--- config.mk ---
export PLATFORM = sky130hd
export DESIGN_NAME = fetch_unit_flat
export DESIGN_NICKNAME = d
export VERILOG_FILES = /design/src/rtl/fetch_pkg.sv /design/src/rtl/fetch_unit_if.sv /design/src/rtl/if_id_reg.sv /design/src/rtl/fetch_unit.sv /design/src/flat_wrapper.sv
export SDC_FILE = /design/constraint.sdc
export NUM_CORES = 1
export LEC_CHECK = 0
export ABC_AREA = 1
export CAP_MARGIN = 20
export CORE_ASPECT_RATIO = 0.6
export CORE_MARGIN = 4
export CORE_UTILIZATION = 25
export CTS_BUF_LIST = sky130_fd_sc_hd__clkbuf_2
export CTS_CLUSTER_DIAMETER = 50
export CTS_CLUSTER_SIZE = 28
export DETAILED_ROUTE_END_ITERATION = 7
export GPL_TIMING_DRIVEN = 0
export PLACE_DENSITY = 0.47
export SYNTH_ARGS = -nofsm -noshare
export SYNTH_HDL_FRONTEND = slang
export SYNTH_SLANG_ARGS = --single-unit
--- constraint.sdc ---
create_clock -name clk -period 9.8 [get_ports clk]
set_input_delay 1.96 -clock clk [delete_from_list [all_inputs] [get_ports clk]]
set_output_delay 1.96 -clock clk [all_outputs]
set_load 0.02 [all_outputs]
--- src/rtl/fetch_pkg.sv ---
// Shared constants and types for the instruction fetch stage.
package fetch_pkg;

    localparam logic [31:0] NOP_INSTR        = 32'h0000_0000;
    localparam logic [31:0] WORD_BYTES       = 32'd4;
    localparam logic [31:0] DEFAULT_RESET_PC = 32'h0000_0000;

    typedef enum logic {
        StRun,
        StHalt
    } fetch_state_e;

endpackage

--- src/rtl/fetch_unit_if.sv ---
// Fetch-stage bus: instruction memory port, decode-side controls and the IF/ID outputs.
interface fetch_unit_if;

    logic [31:0] imem_addr;
    logic [31:0] imem_instr;
    logic        stall;
    logic        redirect_valid;
    logic [31:0] redirect_pc;
    logic        id_valid;
    logic [31:0] id_instr;
    logic [31:0] id_pc;
    logic [31:0] id_pc_plus4;
    logic        fault;

    modport master (
        output imem_addr,
        input  imem_instr,
        input  stall,
        input  redirect_valid,
        input  redirect_pc,
        output id_valid,
        output id_instr,
        output id_pc,
        output id_pc_plus4,
        output fault
    );

    modport slave (
        input  imem_addr,
        output imem_instr,
        output stall,
        output redirect_valid,
        output redirect_pc,
        input  id_valid,
        input  id_instr,
        input  id_pc,
        input  id_pc_plus4,
        input  fault
    );

endinterface

--- src/rtl/if_id_reg.sv ---
// IF/ID pipeline register. Priority: squash, hold, load; otherwise a bubble is inserted.
module if_id_reg
    import fetch_pkg::*;
(
    input  logic        clk,
    input  logic        rst,
    input  logic        load_i,
    input  logic        squash_i,
    input  logic        hold_i,
    input  logic [31:0] instr_i,
    input  logic [31:0] pc_i,
    input  logic [31:0] pc_plus4_i,
    output logic        valid_o,
    output logic [31:0] instr_o,
    output logic [31:0] pc_o,
    output logic [31:0] pc_plus4_o
);

    logic        valid_q, valid_d;
    logic [31:0] instr_q, instr_d;
    logic [31:0] pc_q, pc_d;
    logic [31:0] pc_plus4_q, pc_plus4_d;

    always_comb begin
        valid_d    = valid_q;
        instr_d    = instr_q;
        pc_d       = pc_q;
        pc_plus4_d = pc_plus4_q;
        if (squash_i || !(hold_i || load_i)) begin
            // Empty slot always reads as a NOP; the pc fields keep their last value.
            valid_d = 1'b0;
            instr_d = NOP_INSTR;
        end else if (load_i && !hold_i) begin
            valid_d    = 1'b1;
            instr_d    = instr_i;
            pc_d       = pc_i;
            pc_plus4_d = pc_plus4_i;
        end
    end

    always_ff @(posedge clk or posedge rst) begin
        if (rst) begin
            valid_q    <= 1'b0;
            instr_q    <= NOP_INSTR;
            pc_q       <= 32'h0;
            pc_plus4_q <= 32'h0;
        end else begin
            valid_q    <= valid_d;
            instr_q    <= instr_d;
            pc_q       <= pc_d;
            pc_plus4_q <= pc_plus4_d;
        end
    end

    assign valid_o    = valid_q;
    assign instr_o    = instr_q;
    assign pc_o       = pc_q;
    assign pc_plus4_o = pc_plus4_q;

endmodule

--- src/rtl/fetch_unit.sv ---
// Instruction fetch stage: PC register, next-PC mux and IF/ID capture.
// FETCH_BOUNDS_EN enables the out-of-range PC check with a HALT state and fault output.
module fetch_unit
    import fetch_pkg::*;
#(
    parameter logic [31:0] RESET_PC  = DEFAULT_RESET_PC,
    parameter int unsigned MEM_DEPTH = 32
) (
    input  logic         clk,
    input  logic         rst,
    fetch_unit_if.master bus
);

    logic [31:0] pc_q, pc_d;
    logic [31:0] pc_plus4;
    logic        load;
    logic        squash;
    logic        hold;

    if (MEM_DEPTH == 0) begin : g_depth_check
        $error("MEM_DEPTH must be nonzero");
    end

    assign pc_plus4 = pc_q + WORD_BYTES;

`ifdef FETCH_BOUNDS_EN
    fetch_state_e state_q, state_d;
    logic         in_range;

    assign in_range = {2'b00, pc_q[31:2]} < MEM_DEPTH;

    always_comb begin
        pc_d    = pc_q;
        state_d = state_q;
        load    = 1'b0;
        squash  = 1'b0;
        hold    = 1'b0;
        if (bus.redirect_valid) begin
            pc_d    = {bus.redirect_pc[31:2], 2'b00};
            state_d = StRun;
            squash  = 1'b1;
        end else if (state_q == StHalt) begin
            // Parked on the faulting PC until a redirect; IF/ID drains to a bubble.
            pc_d = pc_q;
        end else if (bus.stall) begin
            hold = 1'b1;
        end else if (in_range) begin
            load = 1'b1;
            pc_d = pc_plus4;
        end else begin
            state_d = StHalt;
        end
    end

    always_ff @(posedge clk or posedge rst) begin
        if (rst) begin
            state_q <= StRun;
        end else begin
            state_q <= state_d;
        end
    end

    assign bus.fault = (state_q == StHalt);
`else
    always_comb begin
        pc_d   = pc_q;
        load   = 1'b0;
        squash = 1'b0;
        hold   = 1'b0;
        if (bus.redirect_valid) begin
            pc_d   = {bus.redirect_pc[31:2], 2'b00};
            squash = 1'b1;
        end else if (bus.stall) begin
            hold = 1'b1;
        end else begin
            load = 1'b1;
            pc_d = pc_plus4;
        end
    end

    assign bus.fault = 1'b0;
`endif

    always_ff @(posedge clk or posedge rst) begin
        if (rst) begin
            pc_q <= RESET_PC;
        end else begin
            pc_q <= pc_d;
        end
    end

    assign bus.imem_addr = pc_q;

    if_id_reg u_if_id_reg (
        .clk        (clk),
        .rst        (rst),
        .load_i     (load),
        .squash_i   (squash),
        .hold_i     (hold),
        .instr_i    (bus.imem_instr),
        .pc_i       (pc_q),
        .pc_plus4_i (pc_plus4),
        .valid_o    (bus.id_valid),
        .instr_o    (bus.id_instr),
        .pc_o       (bus.id_pc),
        .pc_plus4_o (bus.id_pc_plus4)
    );

endmodule
--- src/flat_wrapper.sv ---
// flat-port wrapper written by rule: the top's interface ports become plain ports
module fetch_unit_flat import fetch_pkg::*;
#(
    parameter logic [31:0] RESET_PC  = DEFAULT_RESET_PC,
    parameter int unsigned MEM_DEPTH = 32
)
  (clk, rst, bus_imem_addr, bus_imem_instr, bus_stall, bus_redirect_valid, bus_redirect_pc, bus_id_valid, bus_id_instr, bus_id_pc, bus_id_pc_plus4, bus_fault);
  fetch_unit_if bus_i ();
  input  logic clk;
  input  logic rst;
  output wire logic [$bits(bus_i.imem_addr)-1:0] bus_imem_addr;
  input wire logic [$bits(bus_i.imem_instr)-1:0] bus_imem_instr;
  input wire logic [$bits(bus_i.stall)-1:0] bus_stall;
  input wire logic [$bits(bus_i.redirect_valid)-1:0] bus_redirect_valid;
  input wire logic [$bits(bus_i.redirect_pc)-1:0] bus_redirect_pc;
  output wire logic [$bits(bus_i.id_valid)-1:0] bus_id_valid;
  output wire logic [$bits(bus_i.id_instr)-1:0] bus_id_instr;
  output wire logic [$bits(bus_i.id_pc)-1:0] bus_id_pc;
  output wire logic [$bits(bus_i.id_pc_plus4)-1:0] bus_id_pc_plus4;
  output wire logic [$bits(bus_i.fault)-1:0] bus_fault;
  assign bus_imem_addr = bus_i.imem_addr;
  assign bus_i.imem_instr = bus_imem_instr;
  assign bus_i.stall = bus_stall;
  assign bus_i.redirect_valid = bus_redirect_valid;
  assign bus_i.redirect_pc = bus_redirect_pc;
  assign bus_id_valid = bus_i.id_valid;
  assign bus_id_instr = bus_i.id_instr;
  assign bus_id_pc = bus_i.id_pc;
  assign bus_id_pc_plus4 = bus_i.id_pc_plus4;
  assign bus_fault = bus_i.fault;
  fetch_unit #(.RESET_PC(RESET_PC), .MEM_DEPTH(MEM_DEPTH)) u_core (.clk(clk), .rst(rst), .bus(bus_i));
endmodule
==> flow_metrics.env, run 1 <==
export IMPL_syn_mean_instance_area_sq_um=8.62
export IMPL_instances_no_fill=1137
export IMPL_gr_total_overflow=0
export IMPL_ir_drop_mv=0.0573
export IMPL_fin_area_sq_um=7960
export IMPL_period_minus_slack_ns=3.89
export IMPL_cp_num_buf_inv=1
export IMPL_power_internal_w=0.000844
export IMPL_cap_violations=0
export IMPL_routedWlPerCell_microns=17.6
export IMPL_crit_type="reg2out"
export IMPL_placed_cells=1105
export IMPL_initial_core_util_pct=25.7
export IMPL_pin_count=198
export IMPL_p_sw_w=0.000460
export IMPL_cts_buffers=17
export IMPL_portBuffers=187
export IMPL_vias=4979
export IMPL_yosys_cell_types_count=23
export IMPL_clock_skew_final_ns=0.0373
export IMPL_cts_resized=0
export IMPL_ys_seq_area_share_pct=56.5
export IMPL_status="completed"
export IMPL_insertedDiodeCount=0
export IMPL_cp_required_ns=7.84
export IMPL_cts_root_buf="clkbuf_2"
export IMPL_path_max_fanout=6
export IMPL_hold_class="reg2reg"
export IMPL_dp_hpwl_mm=15.0
export IMPL_syn_area_sq_um=5450
export IMPL_ys_ff_latch=123
export IMPL_grtUsageTotal_pct=16.7
export IMPL_fp_row_count=41
export IMPL_power_leakage_nw=3.67
export IMPL_nNetsFinal=914
export IMPL_synth_warnings=0
export IMPL_grt_antenna_before_repair=1
export IMPL_clk_pin_slew_ns=0.19
export IMPL_vias_per_cell=4.38
export IMPL_drtIter0Drc=259
export IMPL_dr_pass1_iters=4
export IMPL_slowest_stage="clkdlybuf4s50_1"
export IMPL_postSynthCellCount=632
export IMPL_holdWs_ns=0.497
export IMPL_period_share_pct=39.7
export IMPL_grt_max_degree=91
export IMPL_cts_setup_buffers=0
export IMPL_syn_to_final_growth_pct=46.1
export IMPL_finish_utilization_pct=37.6
export IMPL_grt_pass1_vias=4975
export IMPL_wl_mm=20.0
export IMPL_antenna_left=0
export IMPL_p_per_area_nw_per_um2=164
export IMPL_worst_slew_pin_slew_ns=0.695
export IMPL_drive_above_1_share_pct=8.39
export IMPL_slew_headroom_pct=53.7
export IMPL_slew_viol_final=0
export IMPL_grt_setup_unrepaired="false"
export IMPL_dieArea_sq_um=24300
export IMPL_htreeDepth=4
export IMPL_tns_ns=0
export IMPL_cp_slowest_stage_delay_ns=0.72
export IMPL_ctsHoldBuffers=0
export IMPL_finalHoldViolCount=0
export IMPL_place_area_sq_um=7720
export IMPL_clockBufferDepth=2
export IMPL_critPathLaunchType="flip-flop"
export IMPL_clock_power_share_pct=25.7
export IMPL_core_area_sq_um=21200
export IMPL_end_kind="output pin"
export IMPL_gp_congestion=0.778
export IMPL_fmax_mhz=257
export IMPL_clkSinkCount=123
export IMPL_comb_power_share_pct=26.8
export IMPL_chipHeight_microns=122
export IMPL_die_w_microns=199
export IMPL_insertion_delay_ns=0.71
export IMPL_r2r_slack_ns=7.99
export IMPL_cp_top_family="buffers and inverters"
export IMPL_finalSetupViolCount=0
export IMPL_cts_tree="yes"
export IMPL_grt_pass1_wl_mm=30.5
export IMPL_path_cells="clkdlybuf4s50_1"
export IMPL_power_frac_seq_pct=47.4
export IMPL_drt_drc_violations_left=0
export IMPL_p_sw_share_pct=35.2
export IMPL_cp_arrival_ns=1.93
-- layout by cell type, fill, tap and decap left out, types with 2 or more instances in the layout --
cell type / Yosys / layout
a21oi_1: 3 / 3
a22o_1: 32 / 32
and2_1: 2 / 2
buf_1: 3 / 3
buf_2: 8 / 8
buf_4: 7 / 7
bufinv_16: 0 / 2
clkbuf_1: 14 / 14
clkbuf_2: 0 / 18
clkdlybuf4s50_1: 0 / 187
clkinv_2: 0 / 3
clkinv_4: 0 / 2
clkinvlp_4: 0 / 5
conb_1: 1 / 7
dfrtp_1: 123 / 123
inv_1: 43 / 42
inv_6: 0 / 3
nand2_1: 246 / 246
nand2_2: 6 / 6
nand3_1: 50 / 50
nor2_1: 28 / 28
nor2_2: 8 / 8
nor2_4: 8 / 8
o21ai_0: 38 / 38
o21bai_1: 4 / 4
xnor2_1: 4 / 4
-- area by class of cell --
| class | instances | area [sq um] |
|---|---|---|
| clock buffers | 18 | 90.1 |
| multi-input cells | 439 | 2070 |
| well taps | 279 | 349 |
| repair buffers | 188 | 1900 |
| fillers | 2254 | 13200 |
| plain buffers | 32 | 156 |
| clock inverters | 14 | 148 |
| flip-flops and latches | 123 | 3080 |
| inverters | 44 | 170 |
-- cell families after synthesis --
| group | share of synthesized area (%) |
|---|---|
| other | 0.0688 |
| and+or+nand+nor | 27.0 |
| buffers and inverters | 5.90 |
| DFF | 56.5 |
| xor gates and xnor gates | 0.643 |
| adders and majority gates | 0.230 |
| AOI/OAI and AO/OA | 9.69 |
-- power groups by stage --
stage | clock, W | combinational, W | sequential (W)
global placement | 0 | 0.000352 | 0.000628
CTS | 0.000349 | 0.000356 | 0.000619
detailed placement | 0 | 0.000355 | 0.000628
floorplan | 0 | 0.0000955 | 0.000687
global route | 0.000371 | 0.000381 | 0.000628
finish | 0.000335 | 0.000350 | 0.000618
-- cells in the mapped netlist (all sizes together) --
| master | n | area, sq um |
|---|---|---|
| nand2 | 252 | 961 |
| dfrtp | 123 | 3080 |
| nand3 | 50 | 250 |
| inv | 44 | 165 |
| nor2 | 44 | 245 |
| o21ai | 39 | 195 |
| a22o | 32 | 280 |
| buf | 18 | 104 |
| clkbuf | 14 | 52.6 |
| o21bai | 4 | 30.0 |
| xnor2 | 4 | 35.0 |
| a21oi | 3 | 15.0 |
| and2 | 2 | 12.5 |
| conb | 1 | 3.75 |
| ha | 1 | 12.5 |
| o211ai | 1 | 7.51 |
-- per-stage QoR --
step,power [W],setup slack [ns]
floorplan,0.000782,4.57
global placement,0.000981,2.37
detailed placement,0.000983,6.09
CTS,0.00132,5.82
global route,0.00138,5.76
finish,0.00130,5.91
-- per-layer routing --
metal	GRT usage, %	vias to the layer above	share of wire, %
met5	0	-	0.040
met4	3.84	2	0.40
met3	7.24	6	9.7
met2	21.9	166	39
met1	25.0	2357	51
li1	-	2448	-
-- worst paths after layout --
check | start | endpoint | depth (start not counted)
max in group asynchronous | rst | u_core.u_if_id_reg.pc_o[18] | 3
min reg2reg | u_core.u_if_id_reg.pc_o[7] | u_core.u_if_id_reg.pc_o[7] | 2
min | u_core.u_if_id_reg.pc_o[7] | u_core.u_if_id_reg.pc_o[7] | 2
max | u_core.bus.imem_addr[11] | bus_imem_addr[11] | 1
max reg2reg | u_core.bus.imem_addr[2] | u_core.bus.imem_addr[18] | 8
min in group asynchronous | rst | u_core.u_if_id_reg.instr_o[18] | 2
-- state kept, by name (all words and copies together) (netlist names) --
signal and flops:
u_core.u_if_id_reg.pc_plus4_o 30, u_core.u_if_id_reg.instr_o 32, u_core.bus.imem_addr 30, u_core.u_if_id_reg.pc_o 30, u_core.u_if_id_reg.valid_o 1
(Power assumes the default switching activity.)
==> inputs of run 2 (changes only) <==
PLACE_DENSITY = 0.49   (was 0.47)
clock period = 3.3 ns   (was 9.8 ns; I/O delays follow)
==> flow_metrics.env, run 2 (synthesis gave the netlist of run 1 again) <==
export IMPL_power_internal_w=0.00259
export IMPL_finish_utilization_pct=37.8
export IMPL_power_w=0.00396
export IMPL_power_leakage_nw=3.70
export IMPL_finalHoldViolCount=0
export IMPL_r2r_start="u_core.bus.imem_addr[2]"
export IMPL_comb_power_share_pct=26.4
export IMPL_p_sw_share_pct=34.7
export IMPL_grtUsageTotal_pct=16.7
export IMPL_crit_type="reg2out"
export IMPL_clk_pin_slew_ns=0.21
export IMPL_grt_max_degree=37
export IMPL_fin_area_sq_um=8020
export IMPL_hold_class="in2async"
export IMPL_gr_total_overflow=0
export IMPL_routedWlPerCell_microns=17.7
export IMPL_ctsHoldBuffers=0
export IMPL_tns_ns=0
export IMPL_wl_mm=20.1
export IMPL_syn_to_final_growth_pct=47.1
export IMPL_slew_headroom_pct=51.5
export IMPL_vias_per_cell=4.31
export IMPL_final_common_cell="nand2_1"
export IMPL_portBuffers=187
export IMPL_p_sw_w=0.00137
export IMPL_drtIter0Drc=300
export IMPL_cts_root_buf="clkbuf_2"
export IMPL_dp_hpwl_mm=15.2
export IMPL_chipHeight_microns=122
export IMPL_gp_congestion=0.805
export IMPL_r2r_cells=8
export IMPL_cts_tree="yes"
export IMPL_fp_row_count=41
export IMPL_cts_resized=0
export IMPL_initial_core_util_pct=25.7
export IMPL_fmax_mhz=383
export IMPL_slew_viol_final=0
export IMPL_period_share_pct=79.0
export IMPL_pin_count=198
export IMPL_path_max_fanout=7
export IMPL_cp_slowest_stage_delay_ns=0.68
export IMPL_dieArea_sq_um=24300
export IMPL_grt_antenna_before_repair=1
export IMPL_cp_num_buf_inv=1
export IMPL_critPathLaunchType="flip-flop"
export IMPL_grt_pass1_vias=4921
export IMPL_drive_above_1_share_pct=8.60
export IMPL_worst_slew_pin_slew_ns=0.726
export IMPL_r2r_slack_ns=1.52
export IMPL_cap_violations=0
export IMPL_htreeDepth=4
export IMPL_cp_arrival_ns=1.95
export IMPL_p_per_area_nw_per_um2=494
export IMPL_final_cell_mix="nand2_1, clkdlybuf4s50_1, dfrtp_1, nand3_1, inv_1"
export IMPL_cp_top_family="buffers and inverters"
export IMPL_nNetsFinal=916
export IMPL_cts_buffers=17
export IMPL_die_w_microns=199
export IMPL_power_frac_seq_pct=46.3
export IMPL_cts_setup_buffers=0
export IMPL_period_minus_slack_ns=2.61
export IMPL_path_cells="clkdlybuf4s50_1"
export IMPL_grt_setup_unrepaired="false"
export IMPL_ir_drop_mv=0.179
export IMPL_largest_reg_flops=32
export IMPL_insertedDiodeCount=0
export IMPL_finalSetupViolCount=0
export IMPL_end_kind="output pin"
export IMPL_drt_drc_violations_left=0
export IMPL_status="completed"
export IMPL_dr_pass1_iters=4
export IMPL_cp_required_ns=2.64
export IMPL_grt_pass1_wl_mm=30.5
export IMPL_core_area_sq_um=21200
export IMPL_clkSinkCount=123
export IMPL_slowest_stage="clkdlybuf4s50_1"
export IMPL_clockBufferDepth=2
export IMPL_vias=4912
export IMPL_clock_power_share_pct=27.2
export IMPL_clock_skew_final_ns=0.0327
export IMPL_antenna_left=0
export IMPL_reg2reg_to="u_core.bus.imem_addr[22]"
export IMPL_place_area_sq_um=7750
export IMPL_insertion_delay_ns=0.70
## run 2: cell types whose count changed in the layout (fill, tap and decap cells not counted), sizes merged
| cell | change |
|---|---|
| inv | -1 |
| buf | +2 |
| bufinv | +1 |
## run 2: how the worst max path moves through the flow
stage,slack [ns],depth (start not counted),from,endpoint
global route,0.56,1,u_core.bus.imem_addr[10],bus_imem_addr[10]
finish,0.69,1,u_core.bus.imem_addr[17],bus_imem_addr[17]
CTS,0.61,1,u_core.bus.imem_addr[17],bus_imem_addr[17]
global placement,-0.24,2,rst,u_core.u_if_id_reg.pc_plus4_o[22]
detailed placement,0.92,8,bus_stall,u_core.bus.imem_addr[25]
floorplan,1.13,1,rst,u_core.bus.imem_addr[10]
## run 2: final cells by class
| class | count | area (sq um) |
|---|---|---|
| Buffer | 32 | 156 |
| Clock buffer | 18 | 90.1 |
| Clock inverter | 14 | 170 |
| Fill cell | 2188 | 13200 |
| Inverter | 44 | 169 |
| Multi-Input combinational cell | 439 | 2070 |
| Sequential cell | 123 | 3080 |
| Tap cell | 279 | 349 |
| Timing Repair Buffer | 190 | 1930 |
## run 2: routing by layer
layer	routed length [microns]	GRT usage [%]	up-vias
met1	10400	25.6	2279
met5	13	0	-
li1	-	-	2444
met3	1930	6.72	13
met2	7590	21.8	174
met4	134	3.07	2
## run 2: power by group through the flow
| stage | clock network, W | logic [W] | registers [W] |
|---|---|---|---|
| 2_1_floorplan | 0 | 0.000284 | 0.00204 |
| 3_3_place_gp | 0 | 0.00105 | 0.00186 |
| 3_5_place_dp | 0 | 0.00106 | 0.00186 |
| 4_1_cts | 0.00110 | 0.00106 | 0.00184 |
| 5_1_grt | 0.00118 | 0.00114 | 0.00186 |
| 6_report | 0.00108 | 0.00105 | 0.00184 |
## run 2: per-stage QoR
stage / hold slack (ns) / setup slack (ns) / std cells
final: 0.390 / 0.692 / 1139
after global routing: 0.379 / 0.563 / 1139
after CTS: 0.357 / 0.611 / 1139
after detailed placement: 0.461 / 0.921 / 1107
after global placement: 0.456 / -0.235 / 1104
after floorplan: 0.582 / 1.13 / 638
